<file path="src/rtl/ast_systolic_operand_feeder_if.sv">
// Host/controller-facing bundle of the systolic operand feeder: write port,
// pop control from the array controller, and the popped operand vector with status.
interface ast_systolic_operand_feeder_if #(
    parameter int SIZE   = 16,
    parameter int DATA_W = 8
);
    localparam int LANE_W = (SIZE > 1) ? $clog2(SIZE) : 1;

    logic                     clear;
    logic                     wr_en;
    logic [LANE_W-1:0]        wr_lane;
    logic [DATA_W-1:0]        wr_data;
    logic                     next;
    logic [SIZE-1:0]          memsel;
    logic [SIZE*DATA_W-1:0]   data_out;
    logic                     out_valid;
    logic [SIZE-1:0]          empty;
    logic [SIZE-1:0]          full;
    logic                     overflow;
    logic                     underflow;

    modport master (
        output clear, wr_en, wr_lane, wr_data, next, memsel,
        input  data_out, out_valid, empty, full, overflow, underflow
    );

    modport slave (
        input  clear, wr_en, wr_lane, wr_data, next, memsel,
        output data_out, out_valid, empty, full, overflow, underflow
    );
endinterface

</file>
<file path="src/rtl/ast_systolic_operand_feeder.sv">
// SIZE independent lane FIFOs; each controller `next` pops every lane enabled by
// `memsel` into a registered, flattened operand vector for the array load cycle.
module ast_systolic_operand_feeder #(
    parameter int SIZE   = 16,
    parameter int DATA_W = 8,
    parameter int DEPTH  = 16
) (
    input  logic                          clk,
    input  logic                          reset,
    ast_systolic_operand_feeder_if.slave  feed_if
);
    localparam int PTR_W  = $clog2(DEPTH);
    localparam int CNT_W  = PTR_W + 1;
    localparam int LANE_W = (SIZE > 1) ? $clog2(SIZE) : 1;

    logic [DATA_W-1:0]      mem_q     [SIZE][DEPTH];
    logic [PTR_W-1:0]       rd_ptr_q  [SIZE];
    logic [PTR_W-1:0]       rd_ptr_d  [SIZE];
    logic [PTR_W-1:0]       wr_ptr_q  [SIZE];
    logic [PTR_W-1:0]       wr_ptr_d  [SIZE];
    logic [CNT_W-1:0]       count_q   [SIZE];
    logic [CNT_W-1:0]       count_d   [SIZE];
    logic [SIZE*DATA_W-1:0] data_out_q, data_out_d;
    logic                   out_valid_q, out_valid_d;
    logic [SIZE-1:0]        empty_q, empty_d;
    logic [SIZE-1:0]        full_q, full_d;
    logic                   overflow_q, overflow_d;
    logic                   underflow_q, underflow_d;

    logic [SIZE-1:0]        lane_full_s;
    logic [SIZE-1:0]        lane_empty_s;
    logic [SIZE-1:0]        wr_hit_s;
    logic [SIZE-1:0]        pop_s;
    logic                   flush_s;

    assign flush_s = reset | feed_if.clear;

    // Per-lane next-state: fullness/emptiness judged on the count at the start of the cycle.
    always_comb begin
        rd_ptr_d    = rd_ptr_q;
        wr_ptr_d    = wr_ptr_q;
        count_d     = count_q;
        data_out_d  = data_out_q;
        empty_d     = empty_q;
        full_d      = full_q;
        lane_full_s  = '0;
        lane_empty_s = '0;
        wr_hit_s     = '0;
        pop_s        = '0;
        for (int i = 0; i < SIZE; i++) begin
            lane_full_s[i]  = (count_q[i] == CNT_W'(DEPTH));
            lane_empty_s[i] = (count_q[i] == CNT_W'(0));
            wr_hit_s[i]     = feed_if.wr_en && (feed_if.wr_lane == LANE_W'(i)) && !lane_full_s[i];
            pop_s[i]        = feed_if.next && feed_if.memsel[i] && !lane_empty_s[i];

            if (wr_hit_s[i]) begin
                wr_ptr_d[i] = wr_ptr_q[i] + PTR_W'(1);
            end else begin
                wr_ptr_d[i] = wr_ptr_q[i];
            end

            if (pop_s[i]) begin
                rd_ptr_d[i] = rd_ptr_q[i] + PTR_W'(1);
            end else begin
                rd_ptr_d[i] = rd_ptr_q[i];
            end

            case ({wr_hit_s[i], pop_s[i]})
                2'b10:   count_d[i] = count_q[i] + CNT_W'(1);
                2'b01:   count_d[i] = count_q[i] - CNT_W'(1);
                default: count_d[i] = count_q[i];
            endcase

            empty_d[i] = (count_d[i] == CNT_W'(0));
            full_d[i]  = (count_d[i] == CNT_W'(DEPTH));

            // Disabled or starved lanes present zero; a same-cycle write is never bypassed.
            if (feed_if.next) begin
                if (pop_s[i]) begin
                    data_out_d[i*DATA_W +: DATA_W] = mem_q[i][rd_ptr_q[i]];
                end else begin
                    data_out_d[i*DATA_W +: DATA_W] = '0;
                end
            end else begin
                data_out_d[i*DATA_W +: DATA_W] = data_out_q[i*DATA_W +: DATA_W];
            end
        end
        out_valid_d = feed_if.next;
        overflow_d  = overflow_q | (feed_if.wr_en & lane_full_s[feed_if.wr_lane]);
        underflow_d = underflow_q | (feed_if.next & (|(feed_if.memsel & lane_empty_s)));
    end

    // Lane storage; contents are left untouched by reset/clear.
    always_ff @(posedge clk) begin
        for (int i = 0; i < SIZE; i++) begin
            if (!flush_s && wr_hit_s[i]) begin
                mem_q[i][wr_ptr_q[i]] <= feed_if.wr_data;
            end
        end
    end

    // Pointer, count, output and sticky-flag registers.
    always_ff @(posedge clk) begin
        if (flush_s) begin
            for (int i = 0; i < SIZE; i++) begin
                rd_ptr_q[i] <= '0;
                wr_ptr_q[i] <= '0;
                count_q[i]  <= '0;
            end
            data_out_q  <= '0;
            out_valid_q <= 1'b0;
            empty_q     <= '1;
            full_q      <= '0;
            overflow_q  <= 1'b0;
            underflow_q <= 1'b0;
        end else begin
            rd_ptr_q    <= rd_ptr_d;
            wr_ptr_q    <= wr_ptr_d;
            count_q     <= count_d;
            data_out_q  <= data_out_d;
            out_valid_q <= out_valid_d;
            empty_q     <= empty_d;
            full_q      <= full_d;
            overflow_q  <= overflow_d;
            underflow_q <= underflow_d;
        end
    end

    assign feed_if.data_out  = data_out_q;
    assign feed_if.out_valid = out_valid_q;
    assign feed_if.empty     = empty_q;
    assign feed_if.full      = full_q;
    assign feed_if.overflow  = overflow_q;
    assign feed_if.underflow = underflow_q;
endmodule

</file>
<file path="src/flat_wrapper.sv">
// flat-port wrapper written by rule: the top's interface ports become plain ports
module ast_systolic_operand_feeder_flat 
#(
    parameter int SIZE   = 16,
    parameter int DATA_W = 8,
    parameter int DEPTH  = 16
)
  (clk, reset, feed_if_clear, feed_if_wr_en, feed_if_wr_lane, feed_if_wr_data, feed_if_next, feed_if_memsel, feed_if_data_out, feed_if_out_valid, feed_if_empty, feed_if_full, feed_if_overflow, feed_if_underflow);
  ast_systolic_operand_feeder_if #(.SIZE(SIZE), .DATA_W(DATA_W)) feed_if_i ();
  input  logic clk;
  input  logic reset;
  input wire logic [$bits(feed_if_i.clear)-1:0] feed_if_clear;
  input wire logic [$bits(feed_if_i.wr_en)-1:0] feed_if_wr_en;
  input wire logic [$bits(feed_if_i.wr_lane)-1:0] feed_if_wr_lane;
  input wire logic [$bits(feed_if_i.wr_data)-1:0] feed_if_wr_data;
  input wire logic [$bits(feed_if_i.next)-1:0] feed_if_next;
  input wire logic [$bits(feed_if_i.memsel)-1:0] feed_if_memsel;
  output wire logic [$bits(feed_if_i.data_out)-1:0] feed_if_data_out;
  output wire logic [$bits(feed_if_i.out_valid)-1:0] feed_if_out_valid;
  output wire logic [$bits(feed_if_i.empty)-1:0] feed_if_empty;
  output wire logic [$bits(feed_if_i.full)-1:0] feed_if_full;
  output wire logic [$bits(feed_if_i.overflow)-1:0] feed_if_overflow;
  output wire logic [$bits(feed_if_i.underflow)-1:0] feed_if_underflow;
  assign feed_if_i.clear = feed_if_clear;
  assign feed_if_i.wr_en = feed_if_wr_en;
  assign feed_if_i.wr_lane = feed_if_wr_lane;
  assign feed_if_i.wr_data = feed_if_wr_data;
  assign feed_if_i.next = feed_if_next;
  assign feed_if_i.memsel = feed_if_memsel;
  assign feed_if_data_out = feed_if_i.data_out;
  assign feed_if_out_valid = feed_if_i.out_valid;
  assign feed_if_empty = feed_if_i.empty;
  assign feed_if_full = feed_if_i.full;
  assign feed_if_overflow = feed_if_i.overflow;
  assign feed_if_underflow = feed_if_i.underflow;
  ast_systolic_operand_feeder #(.SIZE(SIZE), .DATA_W(DATA_W), .DEPTH(DEPTH)) u_core (.clk(clk), .reset(reset), .feed_if(feed_if_i));
endmodule
</file>
<file path="config.mk">
export PLATFORM = sky130hd
export DESIGN_NAME = ast_systolic_operand_feeder_flat
export DESIGN_NICKNAME = d
export VERILOG_FILES = /design/src/rtl/ast_systolic_operand_feeder_if.sv /design/src/rtl/ast_systolic_operand_feeder.sv /design/src/flat_wrapper.sv
export SDC_FILE = /design/constraint.sdc
export NUM_CORES = 2
export LEC_CHECK = 0
export ABC_AREA = 1
export CORE_MARGIN = 5
export CORE_UTILIZATION = 40
export DETAILED_ROUTE_END_ITERATION = 12
export SLEW_MARGIN = 30
export SYNTH_ARGS = -nofsm -noshare
export SYNTH_HDL_FRONTEND = slang
export SYNTH_SLANG_ARGS = --single-unit
</file>
<file path="constraint.sdc">
create_clock -name clk -period 3.7 [get_ports clk]
set_input_delay 0.74 -clock clk [delete_from_list [all_inputs] [get_ports clk]]
set_output_delay 0.74 -clock clk [all_outputs]
set_load 0.005 [all_outputs]
</file>
==> results.py <==
metrics = {
    "outcome": {
        "status": "complete, no violations",
    },
    "clock_tree": {
        "cts.clk_slew.worst_paths_ns": 0.06,
        "clockBufferDepth": 4,
        "cts_tree": "built",
        "clock_latency_ns": 0.97,
        "cts_made_buffers": 278,
        "post_cts_resized": 0,
        "post_cts_hold_buffer_count": 0,
        "clock-root-buffer": "clkbuf_16",
        "post_cts_buffers": 0,
        "cts.sinks": 2419,
        "clock_tree.htree_level_count": 5,
    },
    "detailed_routing": {
        "route.detailed.drc": 0,
        "dr_total_vias": 67100,
        "via_per_inst": 5.25,
        "dr.first_iter.drc_count": 6344,
        "ant_nets": 0,
        "detailedRoute.firstPassIterationCount": 7,
        "drt-wirelength-per-cell_um": 20.2,
        "drt_wl_total_mm": 258,
    },
    "synthesis": {
        "post_synth_mux_area_share_pct": 0.0304,
        "synth_area_in_compound_gates_pct": 9.68,
        "postSynthAreaPerCell_sq_um": 11.2,
        "yosys.area_share.simple_pct": 14.3,
        "synth.lib_cells_used.distinct": 37,
        "postSynth.topFlopCell": "edfxtp_1",
        "synth-xor-area-share_pct": 0.478,
        "combinational_family_with_the_most_area_after_synthesis": "simple AND/OR/NAND/NOR gates",
        "postSynthCellCount": 8849,
        "synth.ff_latch_count": 2419,
        "synthesis.area_sq_um": 98900,
        "yosys.area_share.adder_pct": 2.05,
        "synth_edf_count": 2048,
        "postSynth.asyncResetShare_pct": 0,
        "yosysWarnings": 0,
        "synth_nets": 9036,
        "synth_seq_area_share_pct": 69.7,
    },
    "worst_setup_path": {
        "critical_path_peak_fanout": 6,
        "endpoint_kind": "flip-flop",
        "rr_startpoint": "u_core.count_q[41]",
        "worst-path-buf-inv": 2,
        "setup.worst_path.start_class": "input pin",
        "worst_path_max_delay_cell": "clkdlybuf4s50_1",
        "timing.setup.critical_path_class": "input pin to flip-flop",
        "crit_path_max_incr_delay_ns": 0.64,
        "crit_path_required_time_ns": 4.53,
        "path_cells": "clkdlybuf4s50_1, inv_1, nor2_2, nand3_1, ha_1, ha_1, a21oi_1, nand2_1, a21oi_1, o21ai_0, xnor2_1, nand2_1, nor2_1",
        "cp.arrival_ns": 3.72,
        "crit_path_max_delay_family": "buffers and inverters",
        "crit_start": "feed_if_wr_en",
    },
    "floorplan": {
        "std_cell_rows": 182,
        "initial_utilization_pct": 40.2,
        "io-pin-count": 196,
        "fp.dieArea_sq_um": 257000,
        "die_width_um": 507,
        "core_area_sq_um": 246000,
        "die_height_um": 507,
    },
    "finish": {
        "area_grow_syn2layout_pct": 16.3,
        "layout.cells.most_common": "edfxtp_1",
        "ff_latch_area_sq_um": 68900,
        "finish.cell_count_without_fillers": 12800,
        "layout_common_cells": "edfxtp_1 (2048), nand2_1 (1711), nor2_1 (1344)",
        "share_of_final_layout_standard_cells_stronger_than_drive_strength_1_pct": 9.49,
        "layout.filler_cells": 22100,
        "num-nets-final": 9524,
        "postLayoutCoreUtil_pct": 46.8,
        "postLayoutCellArea_sq_um": 115000,
        "multiInputGateArea_sq_um": 26300,
    },
    "power_and_ir_drop": {
        "power.combinational.fraction_pct": 2.1,
        "net-switching-power_uw": 11500,
        "seq_power_share_pct": 52.3,
        "peakVddDrop_mv": 0.469,
        "p_leak_uw": 0.0404,
        "power.switching_fraction_pct": 20.3,
        "power.share.clock_pct": 45.6,
        "pwr_density_cell_nw_per_um2": 492,
        "p_int_uw": 45100,
    },
    "timing": {
        "maxClockFrequency_mhz": 346,
        "finalHoldViolCount": 0,
        "setup_viol": 0,
        "clock_skew_ns": 0.0750,
        "postLayoutSetupSlackWorst_ns": 0.810,
        "final_min_period_over_clock_period_pct": 78.1,
        "slew_headroom_pct": 32.3,
        "grt_setup_unrepaired": "no",
        "final_max_slew_viol_count": 0,
        "timing.setup.tns_ns": 0,
        "min_period_ns": 2.89,
        "tightest_slew_ns": 1.02,
    },
    "global_route": {
        "grt_pass1_vias": 64800,
        "grt_antenna_before_repair": 9,
        "grt_first_pass_wirelength_mm": 391,
        "grt_use_total_pct": 19.5,
        "maximum_number_of_pins_on_one_net_before_global_route_repair": 102,
        "grt_overflow_total": 0,
    },
    "placed_design": {
        "dp.cells": 12300,
        "placement.setup.worst_slack_ns": -0.0941,
        "post-dp-hpwl_mm": 162,
        "area_after_detailed_placement_sq_um": 106000,
        "portBuffers": 195,
        "gp_congestion": 0.859,
    },
    "job": {
        "drv.max_cap_violation_count": 0,
    },
    "hold_path": {
        "hold_class": "input pin to flip-flop",
        "min_from": "feed_if_wr_data[6]",
    },
}
==> through the flow <==
step / hold slack (ns) / power [uW]
6_report: 0.258 / 56600
5_1_grt: 0.233 / 58400
4_1_cts: 0.225 / 57100
3_5_place_dp: 0.444 / 31400
3_3_place_gp: 0.442 / 31300
2_1_floorplan: 0.447 / 30500
==> final cells by class <==
| type | instances | share of cell area (%) |
|---|---|---|
| antenna | 10 | 0.0218 |
| inverter | 418 | 1.38 |
| timing repair buffer | 627 | 4.84 |
| sequential | 2419 | 60.0 |
| multi-input combinational | 5593 | 22.9 |
| clock buffer | 380 | 6.77 |
| clock inverter | 106 | 0.656 |
| tap | 3220 | 3.50 |
==> power groups by stage <==
stage	Combinational [uW]	Clock [uW]	Sequential, uW
6_report	1180	25800	29600
5_1_grt	1300	27500	29600
4_1_cts	1210	26400	29600
3_5_place_dp	1200	0	30200
3_3_place_gp	1180	0	30200
2_1_floorplan	387	0	30100
==> final timing paths <==
path,cells after the start,slack [ns],to
worst max-delay path,13,0.81,u_core.feed_if.full[7]
worst min-delay path,1,0.26,u_core.mem_q[1][950]
worst max register to register,13,0.81,u_core.feed_if.full[7]
worst min register to register,2,0.45,u_core.feed_if.underflow
==> cells in the mapped netlist (9+ instances only) <==
| cell type | n | area (sq um) |
|---|---|---|
| inv_2 | 28 | 105 |
| o21a_1 | 17 | 128 |
| nand3b_1 | 14 | 105 |
| a31oi_1 | 138 | 863 |
| o21ai_0 | 1142 | 5720 |
| buf_2 | 208 | 1040 |
| edfxtp_1 | 2048 | 61500 |
| inv_1 | 370 | 1390 |
| clkinv_1 | 19 | 71.3 |
| fa_1 | 13 | 260 |
| nor3_1 | 19 | 95.1 |
| clkbuf_1 | 142 | 533 |
| nor2_4 | 9 | 101 |
| dfxtp_1 | 371 | 7430 |
| nand3_1 | 377 | 1890 |
| a21oi_1 | 357 | 1790 |
| buf_4 | 51 | 383 |
| o22ai_1 | 60 | 375 |
| xor2_1 | 43 | 377 |
| xnor2_1 | 11 | 96.3 |
| nor2_2 | 20 | 125 |
| nand4_1 | 59 | 369 |
| nand2_1 | 1711 | 6420 |
| o211ai_1 | 52 | 390 |
| ha_1 | 141 | 1760 |
| o21ai_1 | 48 | 240 |
| buf_6 | 9 | 101 |
| nor2_1 | 1346 | 5050 |
==> state kept, by name (all words and copies together) (netlist names) <==
| signal | count |
|---|---|
| u_core.feed_if.underflow | 1 |
| u_core.count_q | 80 |
| u_core.feed_if.overflow | 1 |
| u_core.feed_if.out_valid | 1 |
| u_core.mem_q | 2048 |
| u_core.wr_ptr_q | 64 |
| u_core.rd_ptr_q | 64 |
| u_core.feed_if.full | 16 |
| u_core.feed_if.data_out | 128 |
| u_core.feed_if.empty | 16 |
==> kinds of logic (layout without fill, tap and decap cells) <==
group	count (synthesis)	in the layout
compound gates	1823	1823
xor+xnor	54	54
fa+ha+maj	154	154
buf+inv	837	1531
flops	2419	2419
mux	3	3
other cells	0	10
simple gates	3559	3559
==> metal layers <==
metal	GRT usage, %	wire length, um	vias up
met2	31.7	122000	2173
met3	2.84	15800	392
met1	26.8	112000	32700
met5	0	0	-
met4	6.86	8390	0
li1	-	-	31900
Power figures use the tool's default switching activity.
